<file path="src/rtl/display_pkg.sv">
// Shared display-path definitions: keyboard scan codes, mode LED codes and the
// navigation event type used by the predefined-message navigator.
package display_pkg;

    localparam logic [7:0] KEY_UP    = 8'h75;
    localparam logic [7:0] KEY_DOWN  = 8'h72;
    localparam logic [7:0] KEY_RIGHT = 8'h74;
    localparam logic [7:0] KEY_LEFT  = 8'h6B;

    localparam logic [1:0] MODE_PREDEF = 2'd2;

    typedef enum logic [2:0] {
        EV_NONE,
        EV_SNEXT,
        EV_SPREV,
        EV_WNEXT,
        EV_WPREV
    } nav_event_t;

    // Only the highest-priority request survives: S+ > S- > W+ > W-.
    function automatic nav_event_t pick_event(input logic s_next, input logic s_prev,
                                              input logic w_next, input logic w_prev);
        if (s_next)      return EV_SNEXT;
        else if (s_prev) return EV_SPREV;
        else if (w_next) return EV_WNEXT;
        else if (w_prev) return EV_WPREV;
        else             return EV_NONE;
    endfunction

endpackage

</file>
<file path="src/rtl/sentence_navigator_if.sv">
// Navigation bus between the input/ROM side (master) and the navigator (slave).
interface sentence_navigator_if #(
    parameter int NUM_SENTENCES = 4,
    parameter int NUM_WORDS     = 8,
    parameter int WORD_W        = 32
);
    localparam int SW = (NUM_SENTENCES > 1) ? $clog2(NUM_SENTENCES) : 1;
    localparam int WW = (NUM_WORDS > 1) ? $clog2(NUM_WORDS) : 1;

    logic                        enable;
    logic [7:0]                  key_code;
    logic                        key_valid;
    logic                        next_sentence;
    logic                        prev_sentence;
    logic                        next_word;
    logic                        prev_word;
    logic                        auto_scroll;
    logic [NUM_WORDS*WORD_W-1:0] sentence;
    logic [WORD_W-1:0]           display_word;
    logic [SW-1:0]               sentence_idx;
    logic [WW-1:0]               word_idx;
    logic [NUM_SENTENCES-1:0]    sentence_onehot;
    logic [NUM_WORDS-1:0]        word_onehot;

    modport master (
        output enable, key_code, key_valid, next_sentence, prev_sentence,
               next_word, prev_word, auto_scroll, sentence,
        input  display_word, sentence_idx, word_idx, sentence_onehot, word_onehot
    );

    modport slave (
        input  enable, key_code, key_valid, next_sentence, prev_sentence,
               next_word, prev_word, auto_scroll, sentence,
        output display_word, sentence_idx, word_idx, sentence_onehot, word_onehot
    );

endinterface

</file>
<file path="src/rtl/sentence_navigator_scroll_tick_gen.sv">
// Auto-scroll timebase: one-cycle tick every SCROLL_COUNTS running cycles.
// SENTENCE_NAVIGATOR_PAUSE_ON_INPUT_EN: manual input restarts the period.
module scroll_tick_gen #(
    parameter int SCROLL_COUNTS = 100_000_000
) (
    input  logic clk,
    input  logic reset_n,
    input  logic run,
    input  logic clear,
    input  logic manual,
    output logic tick
);
    localparam int CW = (SCROLL_COUNTS > 1) ? $clog2(SCROLL_COUNTS) : 1;
    localparam logic [CW-1:0] LAST = CW'(SCROLL_COUNTS - 1);

    logic [CW-1:0] count;
    logic          restart;

`ifdef SENTENCE_NAVIGATOR_PAUSE_ON_INPUT_EN
    assign restart = clear | manual;
`else
    logic unused_manual;
    assign unused_manual = manual;
    assign restart       = clear;
`endif

    assign tick = run && (count == LAST);

    always_ff @(posedge clk) begin
        if (!reset_n) begin
            count <= '0;
        end else if (restart) begin
            count <= '0;
        end else if (run) begin
            count <= (count == LAST) ? '0 : count + CW'(1);
        end
    end

endmodule

</file>
<file path="src/rtl/sentence_navigator.sv">
// Predefined-message navigator: sentence/word indices, priority event decode,
// optional cross-sentence chaining and registered word selection for display.
module sentence_navigator
    import display_pkg::*;
#(
    parameter int NUM_SENTENCES = 4,
    parameter int NUM_WORDS     = 8,
    parameter int WORD_W        = 32,
    parameter int SCROLL_COUNTS = 100_000_000,
    parameter int CHAIN         = 1
) (
    input logic             clk,
    input logic             reset_n,
    sentence_navigator_if.slave nav
);
    localparam int SW = (NUM_SENTENCES > 1) ? $clog2(NUM_SENTENCES) : 1;
    localparam int WW = (NUM_WORDS > 1) ? $clog2(NUM_WORDS) : 1;
    localparam logic [SW-1:0] S_LAST = SW'(NUM_SENTENCES - 1);
    localparam logic [WW-1:0] W_LAST = WW'(NUM_WORDS - 1);

    logic [SW-1:0]     sentence_q, sentence_d, sentence_inc, sentence_dec;
    logic [WW-1:0]     word_q, word_d;
    logic [WORD_W-1:0] display_q;
    logic              s_next, s_prev, w_next, w_prev, manual_event, tick;
    nav_event_t        ev;

    always_comb begin
        s_next = nav.next_sentence | (nav.key_valid && nav.key_code == KEY_UP);
        s_prev = nav.prev_sentence | (nav.key_valid && nav.key_code == KEY_DOWN);
        w_next = nav.next_word     | (nav.key_valid && nav.key_code == KEY_RIGHT);
        w_prev = nav.prev_word     | (nav.key_valid && nav.key_code == KEY_LEFT);
        manual_event = nav.enable && (s_next | s_prev | w_next | w_prev);
        ev = nav.enable ? pick_event(s_next, s_prev, w_next | tick, w_prev) : EV_NONE;
    end

    scroll_tick_gen #(
        .SCROLL_COUNTS(SCROLL_COUNTS)
    ) u_tick (
        .clk    (clk),
        .reset_n(reset_n),
        .run    (nav.enable && nav.auto_scroll),
        .clear  (!nav.auto_scroll),
        .manual (manual_event),
        .tick   (tick)
    );

    // Explicit compare-and-wrap keeps non-power-of-two counts correct.
    always_comb begin
        sentence_inc = (sentence_q == S_LAST) ? '0 : sentence_q + SW'(1);
        sentence_dec = (sentence_q == '0) ? S_LAST : sentence_q - SW'(1);
        sentence_d   = sentence_q;
        word_d       = word_q;
        unique case (ev)
            EV_SNEXT: begin
                sentence_d = sentence_inc;
                word_d     = '0;
            end
            EV_SPREV: begin
                sentence_d = sentence_dec;
                word_d     = '0;
            end
            EV_WNEXT: begin
                if (word_q == W_LAST) begin
                    word_d = '0;
                    if (CHAIN != 0) sentence_d = sentence_inc;
                end else begin
                    word_d = word_q + WW'(1);
                end
            end
            EV_WPREV: begin
                if (word_q == '0) begin
                    word_d = W_LAST;
                    if (CHAIN != 0) sentence_d = sentence_dec;
                end else begin
                    word_d = word_q - WW'(1);
                end
            end
            default: ;
        endcase
    end

    always_ff @(posedge clk) begin
        if (!reset_n) begin
            sentence_q <= '0;
            word_q     <= '0;
            display_q  <= '0;
        end else begin
            sentence_q <= sentence_d;
            word_q     <= word_d;
            display_q  <= nav.sentence[(NUM_WORDS - 1 - int'(word_q)) * WORD_W +: WORD_W];
        end
    end

    always_comb begin
        nav.sentence_onehot = '0;
        nav.word_onehot     = '0;
        for (int i = 0; i < NUM_SENTENCES; i++)
            nav.sentence_onehot[i] = (sentence_q == SW'(NUM_SENTENCES - 1 - i));
        for (int i = 0; i < NUM_WORDS; i++)
            nav.word_onehot[i] = (word_q == WW'(NUM_WORDS - 1 - i));
    end

    assign nav.sentence_idx = sentence_q;
    assign nav.word_idx     = word_q;
    assign nav.display_word = display_q;

endmodule

</file>
<file path="src/flat_wrapper.sv">
// flat-port wrapper written by rule: the top's interface ports become plain ports
module sentence_navigator_flat import display_pkg::*;
#(
    parameter int NUM_SENTENCES = 4,
    parameter int NUM_WORDS     = 8,
    parameter int WORD_W        = 32,
    parameter int SCROLL_COUNTS = 100_000_000,
    parameter int CHAIN         = 1
)
  (clk, reset_n, nav_enable, nav_key_code, nav_key_valid, nav_next_sentence, nav_prev_sentence, nav_next_word, nav_prev_word, nav_auto_scroll, nav_sentence, nav_display_word, nav_sentence_idx, nav_word_idx, nav_sentence_onehot, nav_word_onehot);
  sentence_navigator_if #(.NUM_SENTENCES(NUM_SENTENCES), .NUM_WORDS(NUM_WORDS), .WORD_W(WORD_W)) nav_i ();
  input logic clk;
  input logic reset_n;
  input wire logic [$bits(nav_i.enable)-1:0] nav_enable;
  input wire logic [$bits(nav_i.key_code)-1:0] nav_key_code;
  input wire logic [$bits(nav_i.key_valid)-1:0] nav_key_valid;
  input wire logic [$bits(nav_i.next_sentence)-1:0] nav_next_sentence;
  input wire logic [$bits(nav_i.prev_sentence)-1:0] nav_prev_sentence;
  input wire logic [$bits(nav_i.next_word)-1:0] nav_next_word;
  input wire logic [$bits(nav_i.prev_word)-1:0] nav_prev_word;
  input wire logic [$bits(nav_i.auto_scroll)-1:0] nav_auto_scroll;
  input wire logic [$bits(nav_i.sentence)-1:0] nav_sentence;
  output wire logic [$bits(nav_i.display_word)-1:0] nav_display_word;
  output wire logic [$bits(nav_i.sentence_idx)-1:0] nav_sentence_idx;
  output wire logic [$bits(nav_i.word_idx)-1:0] nav_word_idx;
  output wire logic [$bits(nav_i.sentence_onehot)-1:0] nav_sentence_onehot;
  output wire logic [$bits(nav_i.word_onehot)-1:0] nav_word_onehot;
  assign nav_i.enable = nav_enable;
  assign nav_i.key_code = nav_key_code;
  assign nav_i.key_valid = nav_key_valid;
  assign nav_i.next_sentence = nav_next_sentence;
  assign nav_i.prev_sentence = nav_prev_sentence;
  assign nav_i.next_word = nav_next_word;
  assign nav_i.prev_word = nav_prev_word;
  assign nav_i.auto_scroll = nav_auto_scroll;
  assign nav_i.sentence = nav_sentence;
  assign nav_display_word = nav_i.display_word;
  assign nav_sentence_idx = nav_i.sentence_idx;
  assign nav_word_idx = nav_i.word_idx;
  assign nav_sentence_onehot = nav_i.sentence_onehot;
  assign nav_word_onehot = nav_i.word_onehot;
  sentence_navigator #(.NUM_SENTENCES(NUM_SENTENCES), .NUM_WORDS(NUM_WORDS), .WORD_W(WORD_W), .SCROLL_COUNTS(SCROLL_COUNTS), .CHAIN(CHAIN)) u_core (.clk(clk), .reset_n(reset_n), .nav(nav_i));
endmodule
</file>
<file path="config.mk">
export PLATFORM = sky130hd
export DESIGN_NAME = sentence_navigator_flat
export DESIGN_NICKNAME = d
export VERILOG_FILES = /design/src/rtl/display_pkg.sv /design/src/rtl/sentence_navigator_if.sv /design/src/rtl/sentence_navigator_scroll_tick_gen.sv /design/src/rtl/sentence_navigator.sv /design/src/flat_wrapper.sv
export SDC_FILE = /design/constraint.sdc
export NUM_CORES = 1
export LEC_CHECK = 0
export CAP_MARGIN = 40
export CORE_AREA = 2 2 123 125
export DETAILED_ROUTE_END_ITERATION = 10
export DIE_AREA = 0 0 125 127
export PLACE_DENSITY = 0.73
export REMOVE_ABC_BUFFERS = 1
export SLEW_MARGIN = 20
export SYNTH_ARGS = -nofsm -noshare
export SYNTH_HDL_FRONTEND = slang
export SYNTH_SLANG_ARGS = --single-unit
</file>
<file path="constraint.sdc">
create_clock -name clk -period 3.1 [get_ports clk]
set_input_delay 0.31 -clock clk [delete_from_list [all_inputs] [get_ports clk]]
set_output_delay 0.31 -clock clk [all_outputs]
set_load 0.01 [all_outputs]
</file>
==> results of run 1 <==
area by class of cell:
class / instances / share of cell area [%]
Clock buffer: 9 / 2.778
Timing Repair Buffer: 328 / 40.43
Multi-Input combinational cell: 322 / 37.21
Sequential cell: 64 / 15.91
Clock inverter: 6 / 0.4630
Tap cell: 184 / 2.840
Inverter: 8 / 0.3704
power by group:
part           internal, W  switching, W  leakage (nW)
clock network     0.000531      0.000387         0.123
registers         0.000859     0.0000270         0.527
logic             0.000522      0.000208          2.17
routing by layer:
| metal | up-vias | wire [um] |
|---|---|---|
| met5 | - | 13 |
| met4 | 2 | 665 |
| met3 | 45 | 1556 |
| met2 | 196 | 10000 |
| met1 | 2315 | 7213 |
| li1 | 2199 | - |
cell usage in the layout (no fill, tap or decap), drive strengths merged, types with 7 or more instances in the layout:
cell           netlist  routed
mux4                64      64
a21boi              32      32
nand4                8       8
inv                  8       8
clkdlybuf4s50        0     321
nand2               82      82
nor2                30      30
dfxtp               64      64
xor2                17      17
a21oi                7       7
ha                  12      12
buf                 10       7
nand3                8       8
clkbuf              20       9
flip-flops by register name, indices dropped and copies added, names as in the netlist:
signal / flops
u_core.nav.display_word: 32
u_core.nav.sentence_idx: 2
u_core.u_tick.count: 27
u_core.nav.word_idx: 3
stage by stage:
stage                     hold WS [ns]  total power [W]  cell area (sq um)  utilization, %
final                           0.4958         0.002534               8108           56.21
after floorplan                 0.4382         0.001146               4328               -
after global placement          0.4669         0.001623               7845           54.39
after global routing            0.5115         0.002638               8108           56.21
after CTS                       0.4951         0.002560               8108           56.21
after detailed placement        0.4878         0.001634               7845           54.39
critical path: stages:
cell and delay [ns]:
sky130_fd_sc_hd__clkdlybuf4s50_1 0.61, sky130_fd_sc_hd__nand3_2 0.14, sky130_fd_sc_hd__or3_1 0.52, sky130_fd_sc_hd__o31ai_4 0.32
sky130_fd_sc_hd__o21ai_1 0.17, sky130_fd_sc_hd__a211oi_2 0.33, sky130_fd_sc_hd__o221ai_1 0.15, sky130_fd_sc_hd__a31oi_1 0.16
cells by family (layout without fill, tap and decap cells):
kind of cell | after synthesis | count (layout) | share of synthesized area, %
compound gates | 59 | 59 | 9.781
xor+xnor | 23 | 23 | 4.512
fa+ha+maj | 12 | 12 | 3.363
buf+inv | 38 | 351 | 3.727
flops | 64 | 64 | 28.70
mux | 64 | 64 | 32.29
simple gates | 164 | 164 | 17.63
final timing paths:
| check | from | endpoint | slack [ns] | cells past startpoint |
|---|---|---|---|---|
| hold reg to reg | u_core.u_tick.count[16] | u_core.u_tick.count[16] | 0.50 | 2 |
| setup reg to reg | u_core.u_tick.count[0] | u_core.nav.sentence_idx[0] | 0.79 | 8 |
| hold / removal | u_core.u_tick.count[16] | u_core.u_tick.count[16] | 0.50 | 2 |
| setup / recovery | nav_enable | u_core.nav.sentence_idx[0] | 0.66 | 8 |
==> impl_metrics.csv, run 1 <==
group,metric,value,unit
run_status,run_status,"finished clean",
logic_synthesis,edff_count_synth,0,
clock_network,cts_setup_buffers,0,
critical_path,criticalPathCategory,"primary input to flip-flop",
floorplan,boundaryPins,322,
route,vias,4757,
logic_synthesis,synth_common_cells,"sky130_fd_sc_hd__nand2_1 (82), sky130_fd_sc_hd__dfxtp_1 (64), sky130_fd_sc_hd__mux4_2 (64)",
clock_network,cts-hold-fix-buffers,0,
run,max_cap_violations,0,
layout,area_of_the_multi_input_gates,0.003017,sq mm
place,placed_cells,906,
pwr,largest_vdd_supply_drop,0.2616,mV
place,dp_hpwl,15770,um
layout,final_nets,1018,
floorplan,die_w,125,um
floorplan,die_area,0.01588,sq mm
clock_network,cts_root_buffer,"sky130_fd_sc_hd__clkbuf_16",
sta,fmax,410.6,MHz
sta,unrepaired_setup_endpoints_after_global_routing,"false",
clock_network,tritoncts_clock_tree,"built",
logic_synthesis,synthesis.area,0.004464,sq mm
sta,timing.final.setup_violations,0,
hold_path,worst_hold_path_type,"flip-flop to flip-flop",
critical_path,arrival,2.69,ns
place,global_placement_routability_congestion,0.9467,
logic_synthesis,most_frequent_cell_after_synthesis,"sky130_fd_sc_hd__nand2_1",
global_routing,grt.overflow.total,0,
global_routing,global_route.usage.met2,42.33,%
sta,timing_worst_slew_pin_value,0.7082,ns
global_routing,grt_start_max_net_pins,52,
pwr,pwr_density_cell,312.6,mW/mm^2
sta,finalClockSkew,0.006011,ns
logic_synthesis,ys_ff_latch,64,
logic_synthesis,post_synth.cell_area_avg,10.53,sq um
pwr,power.static_leakage,2.824,nW
layout,fill_cells,1232,
layout,antenna_cells_inserted,0,
clock_network,clk_transition_reported_paths,0.05,ns
sta,timing.max_slew.rel_slack,52.79,%
layout,stdcell_count,921,
route,drcViolationCount,0,
critical_path,worst_setup_path_start_kind,"primary input",
logic_synthesis,ys_warn_count,0,
floorplan,fp-row-count,44,
logic_synthesis,share_of_synthesized_flip_flops_with_an_asynchronous_set_or_reset,0,%
clock_network,cts.htree.levels,3,
route,detail_route.wirelength,19450,um
critical_path,crit_path_max_fanout,7,
sta,finalMaxSlewViolations,0,
global_routing,number_of_antenna_violations_at_the_first_check_in_global_routing,1,
floorplan,floorplan_core_area,0.01442,sq mm
clock_network,tritoncts.num_buffers,9,
sta,final_period_minus_worst_setup_slack,2.436,ns
clock_network,post_cts_resize_count,0,
clock_network,cts.path.max_buffers,2,
layout,area_growth_syn_to_layout,81.61,%
floorplan,vertical_die_dimension,127,um
logic_synthesis,seq_total_area_yosys,28.70,%
sta,timing.setup.tns,0,ns
logic_synthesis,synth_top_area_share,32.29,%
place,minimum_setup_slack_after_placement,0.3402,ns
place,port_buffers,321,
route,initialDrtViolationCount,254,
logic_synthesis,ys.flop_type,"sky130_fd_sc_hd__dfxtp_1",
layout,seq_area,0.001290,sq mm
logic_synthesis,synthDistinctLibCells,50,
route,drt_first_pass_iters,6,
clock_network,clkLatencyLatePin,0.33,ns
global_routing,grt_most_used_layer,"met2",
global_routing,grt_first_pass_wirelength,28770,um
layout,final_layout_size_suffix_gt1_share,13.84,%
route,via_density_per_instance,5.165,
global_routing,total_routing_usage_gr,23.77,%
sta,timing.final.ws_setup,0.6642,ns
sta,period_share,78.57,%
logic_synthesis,ys_top_cells_by_area,"sky130_fd_sc_hd__mux4_2 (32%), sky130_fd_sc_hd__dfxtp_1 (29%), sky130_fd_sc_hd__nand2_1 (6.9%)",
global_routing,gr-usage-met3,7.286,%
global_routing,number_of_global_route_vias_before_repair,5084,
global_routing,globalRouteMet1Util,26.85,%
logic_synthesis,synth_largest_area_cell,"sky130_fd_sc_hd__mux4_2",
critical_path,setup.worst_path.end_class,"flip-flop",
clock_network,clock_sinks,64,
floorplan,initial_core_util,30.95,%
critical_path,worstPathRequired,3.36,ns
route,postRouteAntennaNets,0,
sta,finalHoldViolations,0,
route,wl_per_cell,21.12,um
logic_synthesis,gate_count_of_the_mapped_netlist,424,
(Power assumes the default switching activity.)
==> run 2: changes to the inputs <==
- clock period: 3.1 -> 2.3 ns (I/O delays scaled with it)
==> impl_metrics.csv, run 2 (synthesis results as in run 1) <==
group,metric,value,unit
route,drt_first_pass_iters,6,
layout,most-common-layout-cells,"sky130_fd_sc_hd__clkdlybuf4s50_1 (321), sky130_fd_sc_hd__nand2_1 (82), sky130_fd_sc_hd__mux4_2 (64), sky130_fd_sc_hd__dfxtp_1 (61), sky130_fd_sc_hd__a21boi_0 (32)",
critical_path,criticalPathCategory,"flip-flop to output pin",
hold_path,whs_path_depth,2,
critical_path,crit_path_max_fanout,17,
run,max_cap_violations,0,
pwr,internal-power,0.002686,W
pwr,switching_share,23.19,%
place,global_placement_routability_congestion,0.9299,
route,postRouteAntennaNets,0,
pwr,p_seq_share,33.8,%
clock_network,cts_setup_buffers,0,
sta,finalMaxSlewViolations,0,
layout,layout.cells.most_common,"sky130_fd_sc_hd__clkdlybuf4s50_1",
floorplan,fp-row-count,44,
critical_path,worst_r2r_path_depth,8,
critical_path,arrival,1.93,ns
floorplan,vertical_die_dimension,127,um
route,drcViolationCount,0,
layout,fill_cells,1253,
critical_path,crit_path_max_incr_delay,0.58,ns
pwr,net-switching-power,0.0008110,W
place,port_buffers,321,
global_routing,total_routing_usage_gr,23.61,%
floorplan,boundaryPins,322,
layout,antenna_cells_inserted,0,
sta,unrepaired_setup_endpoints_after_global_routing,"false",
layout,final_layout_size_suffix_gt1_share,15.65,%
critical_path,setup.worst_path.end,"nav_word_onehot[0]",
route,initialDrtViolationCount,206,
critical_path,slowest_stage,"sky130_fd_sc_hd__clkdlybuf4s50_1",
global_routing,grt_start_max_net_pins,53,
route,detail_route.wirelength,19190,um
critical_path,worstPathRequired,2.07,ns
clock_network,clock_sinks,64,
route,wl_per_cell,20.46,um
place,dp_hpwl,15760,um
sta,timing_worst_slew_pin_value,0.6947,ns
global_routing,grt_first_pass_wirelength,28790,um
route,via_density_per_instance,5.052,
layout,seq_area,0.001290,sq mm
layout,final_nets,1034,
sta,timing.setup.tns,0,ns
layout,largest_reg_flops,32,
layout,area_of_the_multi_input_gates,0.003017,sq mm
floorplan,floorplan_core_area,0.01442,sq mm
sta,period_share,94.05,%
place,placed_cells,922,
sta,final_period_minus_worst_setup_slack,2.163,ns
clock_network,cts.path.max_buffers,2,
critical_path,source_of_the_worst_register_to_register_timing_path,"u_core.u_tick.count[0]",
sta,finalClockSkew,0.008112,ns
pwr,largest_vdd_supply_drop,0.3187,mV
pwr,pwr_density_cell,423.0,mW/mm^2
floorplan,die_w,125,um
floorplan,initial_core_util,30.95,%
clock_network,cts.htree.levels,3,
sta,finalHoldWorstSlack,0.5055,ns
pwr,clockPowerShare,37.4,%
pwr,power.static_leakage,2.931,nW
clock_network,cts_root_buffer,"sky130_fd_sc_hd__clkbuf_16",
global_routing,number_of_global_route_vias_before_repair,5181,
sta,timing.final.setup_violations,0,
global_routing,grt.overflow.total,0,
critical_path,timing.critical_path.cells,"buf_6 > ha_1 > ha_1 > clkdlybuf4s50_1",
sta,finalHoldViolations,0,
pwr,power_frac_comb,28.9,%
pwr,total_power_of_the_final_layout,0.003497,W
layout,area_growth_syn_to_layout,85.17,%
sta,timing.max_slew.rel_slack,53.69,%
global_routing,number_of_antenna_violations_at_the_first_check_in_global_routing,0,
floorplan,die_area,0.01588,sq mm
sta,fmax,462.3,MHz
clock_network,clkLatencyLatePin,0.33,ns
route,vias,4739,
hold_path,worst_hold_path_type,"flip-flop to flip-flop",
run_status,run_status,"finished clean",
critical_path,ff2ff_setup_slack,0.19,ns
critical_path,cp-startpoint,"u_core.nav.word_idx[0]",
layout,stdcell_count,938,
critical_path,setup.worst_path.end_class,"output pin",
critical_path,critical_path.most_common_cell,"sky130_fd_sc_hd__ha_1",
critical_path,worst_setup_path_start_kind,"flip-flop",
clock_network,clk_transition_reported_paths,0.05,ns
clock_network,tritoncts.num_buffers,9,
critical_path,worst_r2r_endpoint,"u_core.u_tick.count[22]",
layout,layout.core_utilization,57.31,%
clock_network,tritoncts_clock_tree,"built",
-- run 2: power by group through the flow --
stage | clock network, W | logic (W) | registers [W]
finish | 0.00131 | 0.00101 | 0.00118
detailed placement | 0 | 0.00101 | 0.00120
floorplan | 0 | 0.000286 | 0.00126
CTS | 0.00133 | 0.00102 | 0.00118
global route | 0.00138 | 0.00107 | 0.00119
global placement | 0 | 0.000997 | 0.00121
-- run 2: worst min-delay path by stage --
stage / start / endpoint / slack (ns)
6_report: u_core.u_tick.count[16] / u_core.u_tick.count[16] / 0.51
5_1_grt: u_core.u_tick.count[16] / u_core.u_tick.count[16] / 0.54
4_1_cts: u_core.u_tick.count[16] / u_core.u_tick.count[16] / 0.50
3_5_place_dp: u_core.u_tick.count[16] / u_core.u_tick.count[16] / 0.49
3_3_place_gp: u_core.u_tick.count[16] / u_core.u_tick.count[16] / 0.47
2_1_floorplan: reset_n / u_core.nav.word_idx[1] / 0.36
-- run 2: per-stage QoR --
| stage | cell area [sq um] | setup WS [ns] |
|---|---|---|
| global route | 8267 | 0.03377 |
| global placement | 7978 | -0.02702 |
| detailed placement | 7978 | -0.1332 |
| CTS | 8263 | 0.01687 |
| floorplan | 4328 | -2.121 |
| finish | 8267 | 0.1369 |
-- run 2: layer usage --
layer  vias up  GRT usage, %  routed length [um]
met1      2281         26.76                7344
met3        39         8.375                1572
met2       185         41.34                9673
met5         -             0                   0
li1       2234             -                   -
met4         0         8.366                 604
-- run 2: timing repair --
action,in CTS,in global routing
gates resized for setup,0,1
hold buffers,0,0
setup endpoints to repair,0,1
-- run 2: area by class of cell --
cell class,count,share of cell area [%]
clock buffer,13,3.269
tap,184,2.785
clock inverter,3,0.1816
inverter,8,0.3633
sequential,64,15.60
timing repair buffer,344,41.30
multi-input combinational,322,36.49
-- run 2: worst max-delay path: cells and delay by family, from the launching register on --
family	cells	cell delay, ns
fa+ha+maj	2	0.43
buf+inv	2	0.81
flops	1	0.37
==> run 3: changes to the inputs <==
- clock period: 2.3 -> 2.1 ns (I/O delays scaled with it)
==> impl_metrics.csv, run 3 (synthesis results as in run 1) <==
group,metric,value,unit
run_status,run_status,"finished, violations left",
run_status,violations,"setup timing",
pwr,pwr_density_cell,455.3,mW/mm^2
floorplan,boundaryPins,322,
route,via_density_per_instance,5.068,
critical_path,worst_r2r_endpoint,"u_core.nav.word_idx[2]",
route,vias,4835,
critical_path,arrival,2.34,ns
floorplan,fp-row-count,44,
pwr,power.static_leakage,3.031,nW
critical_path,criticalPathCategory,"flip-flop to flip-flop",
sta,timing_worst_slew_pin_value,0.6685,ns
global_routing,grt.overflow.total,0,
hold_path,worstHoldStart,"u_core.u_tick.count[26]",
clock_network,clock_sinks,64,
sta,finalHoldWorstSlack,0.5012,ns
sta,timing.max_slew.rel_slack,55.44,%
layout,layout.core_utilization,58.98,%
floorplan,vertical_die_dimension,127,um
sta,finalMaxSlewViolations,0,
clock_network,cts.htree.levels,3,
layout,most-common-layout-cells,"sky130_fd_sc_hd__clkdlybuf4s50_1 (321), sky130_fd_sc_hd__nand2_1 (81), sky130_fd_sc_hd__mux4_2 (64), sky130_fd_sc_hd__dfxtp_1 (57), sky130_fd_sc_hd__buf_4 (33)",
layout,stdcell_count,954,
layout,final_layout_size_suffix_gt1_share,18.96,%
global_routing,number_of_antenna_violations_at_the_first_check_in_global_routing,1,
hold_path,worst_hold_path_type,"flip-flop to flip-flop",
critical_path,worst_r2r_path_depth,8,
clock_network,tritoncts_clock_tree,"built",
sta,fmax,469.3,MHz
layout,finish.instance_area,0.008507,sq mm
layout,largest_reg_flops,32,
sta,timing.final.setup_violations,4,
critical_path,crit_path_max_incr_delay,0.39,ns
global_routing,grt_first_pass_wirelength,29190,um
clock_network,cts.path.max_buffers,2,
critical_path,setup.worst_path.end_class,"flip-flop",
place,placement.cell_area,0.008065,sq mm
sta,unrepaired_setup_endpoints_after_global_routing,"true",
route,drt_first_pass_iters,6,
global_routing,number_of_global_route_vias_before_repair,5237,
global_routing,total_routing_usage_gr,24.15,%
critical_path,timing.critical_path.cells,"ha_4 > nand2_2 > or3_4 > o31ai_4 > o21ai_1 > and2_2 > a222oi_1 > nor2b_1",
route,postRouteAntennaNets,0,
clock_network,clkLatencyLatePin,0.33,ns
run,max_cap_violations,0,
hold_path,hold_endpoint,"u_core.u_tick.count[26]",
clock_network,clk_transition_reported_paths,0.05,ns
layout,layout.cells.most_common,"sky130_fd_sc_hd__clkdlybuf4s50_1",
place,global_placement_routability_congestion,0.9331,
sta,finalHoldViolations,0,
global_routing,grt_start_max_net_pins,47,
floorplan,floorplan_core_area,0.01442,sq mm
floorplan,die_w,125,um
critical_path,slowest_stage,"sky130_fd_sc_hd__or3_4",
floorplan,die_area,0.01588,sq mm
critical_path,source_of_the_worst_register_to_register_timing_path,"u_core.u_tick.count[1]",
layout,antenna_cells_inserted,0,
floorplan,initial_core_util,30.95,%
layout,fill_cells,1233,
route,initialDrtViolationCount,189,
critical_path,ff2ff_setup_slack,-0.03,ns
route,drcViolationCount,0,
sta,finalClockSkew,0.01011,ns
layout,seq_area,0.001297,sq mm
place,placed_cells,932,
route,wl_per_cell,21.01,um
layout,area_of_the_multi_input_gates,0.003099,sq mm
clock_network,cts_root_buffer,"sky130_fd_sc_hd__clkbuf_16",
route,detail_route.wirelength,20050,um
critical_path,crit_path_max_fanout,4,
critical_path,worst_setup_path_start_kind,"flip-flop",
pwr,largest_vdd_supply_drop,0.3739,mV
place,dp_hpwl,16420,um
critical_path,worstPathRequired,2.31,ns
sta,timing.final.ws_setup,-0.03101,ns
layout,final_nets,1050,
layout,area_growth_syn_to_layout,90.55,%
hold_path,whs_path_depth,2,
pwr,total_power_of_the_final_layout,0.003873,W
sta,final_period_minus_worst_setup_slack,2.131,ns
sta,period_share,101.5,%
clock_network,tritoncts.num_buffers,9,
place,port_buffers,321,
run 3: cell types whose count changed in the layout (fill, tap and decap cells not counted), moves of 3 or more:
cell | before | now
sky130_fd_sc_hd__clkbuf_8 | 3 | 0
sky130_fd_sc_hd__buf_4 | 20 | 33
sky130_fd_sc_hd__clkinv_2 | 3 | 0
sky130_fd_sc_hd__dfxtp_1 | 61 | 57
sky130_fd_sc_hd__dfxtp_2 | 1 | 4
run 3: timing repair:
item	in CTS	in global routing
pin swaps	2	11
gates resized for setup	4	19
cloned	0	1
setup buffers	1	4
endpoints found under the hold margin	0	0
endpoints found under the setup margin	6	11
hold buffers	0	0
run 3: worst max-delay path by stage:
| stage | to | from | cells after the start |
|---|---|---|---|
| finish | u_core.nav.word_idx[2] | u_core.u_tick.count[1] | 8 |
| global route | u_core.nav.sentence_idx[1] | u_core.u_tick.count[1] | 10 |
| CTS | u_core.nav.sentence_idx[1] | nav_key_code[1] | 9 |
| detailed placement | u_core.nav.word_idx[1] | nav_key_code[1] | 8 |
| global placement | u_core.nav.sentence_idx[1] | nav_key_code[1] | 9 |
| floorplan | u_core.nav.sentence_idx[0] | u_core.nav.word_idx[0] | 7 |
run 3: where the power goes:
part / switching (W) / leakage, nW / internal (W) / total, W
clock: 0.000525 / 0.132 / 0.000911 / 0.00144
combinational: 0.000336 / 2.37 / 0.000803 / 0.00114
sequential: 0.0000298 / 0.529 / 0.00127 / 0.00130
run 3: per-stage QoR:
stage | setup WS, ns | setup TNS, ns
2_1_floorplan | -2.321 | -84.88
3_3_place_gp | -0.2529 | -2.152
3_5_place_dp | -0.3937 | -4.025
4_1_cts | 0.001287 | 0
5_1_grt | -0.1427 | -0.6662
6_report | -0.03101 | -0.1060
run 3: per-layer routing:
metal	vias to the layer above	GRT usage (%)	wire length [um]	share of wire [%]
met1	2355	27.20	7632	38
met5	-	0	16	0.080
met3	37	6.826	1394	7.0
met2	179	43.64	10390	52
li1	2262	-	-	-
met4	2	8.954	614	3.1
run 3: cell type report:
type / instances / share of cell area [%]
inverter: 8 / 0.3530
clock inverter: 4 / 0.5295
multi-input combinational: 322 / 36.43
sequential: 64 / 15.25
timing repair buffer: 360 / 41.95
tap: 184 / 2.706
clock buffer: 12 / 2.780
run 3: worst max-delay path: cells and delay by family, from the launching register on:
| kind | cells | cell delay, ns |
|---|---|---|
| simple gates | 4 | 0.78 |
| fa+ha+maj | 1 | 0.13 |
| compound gates | 3 | 0.73 |
| flops | 1 | 0.36 |
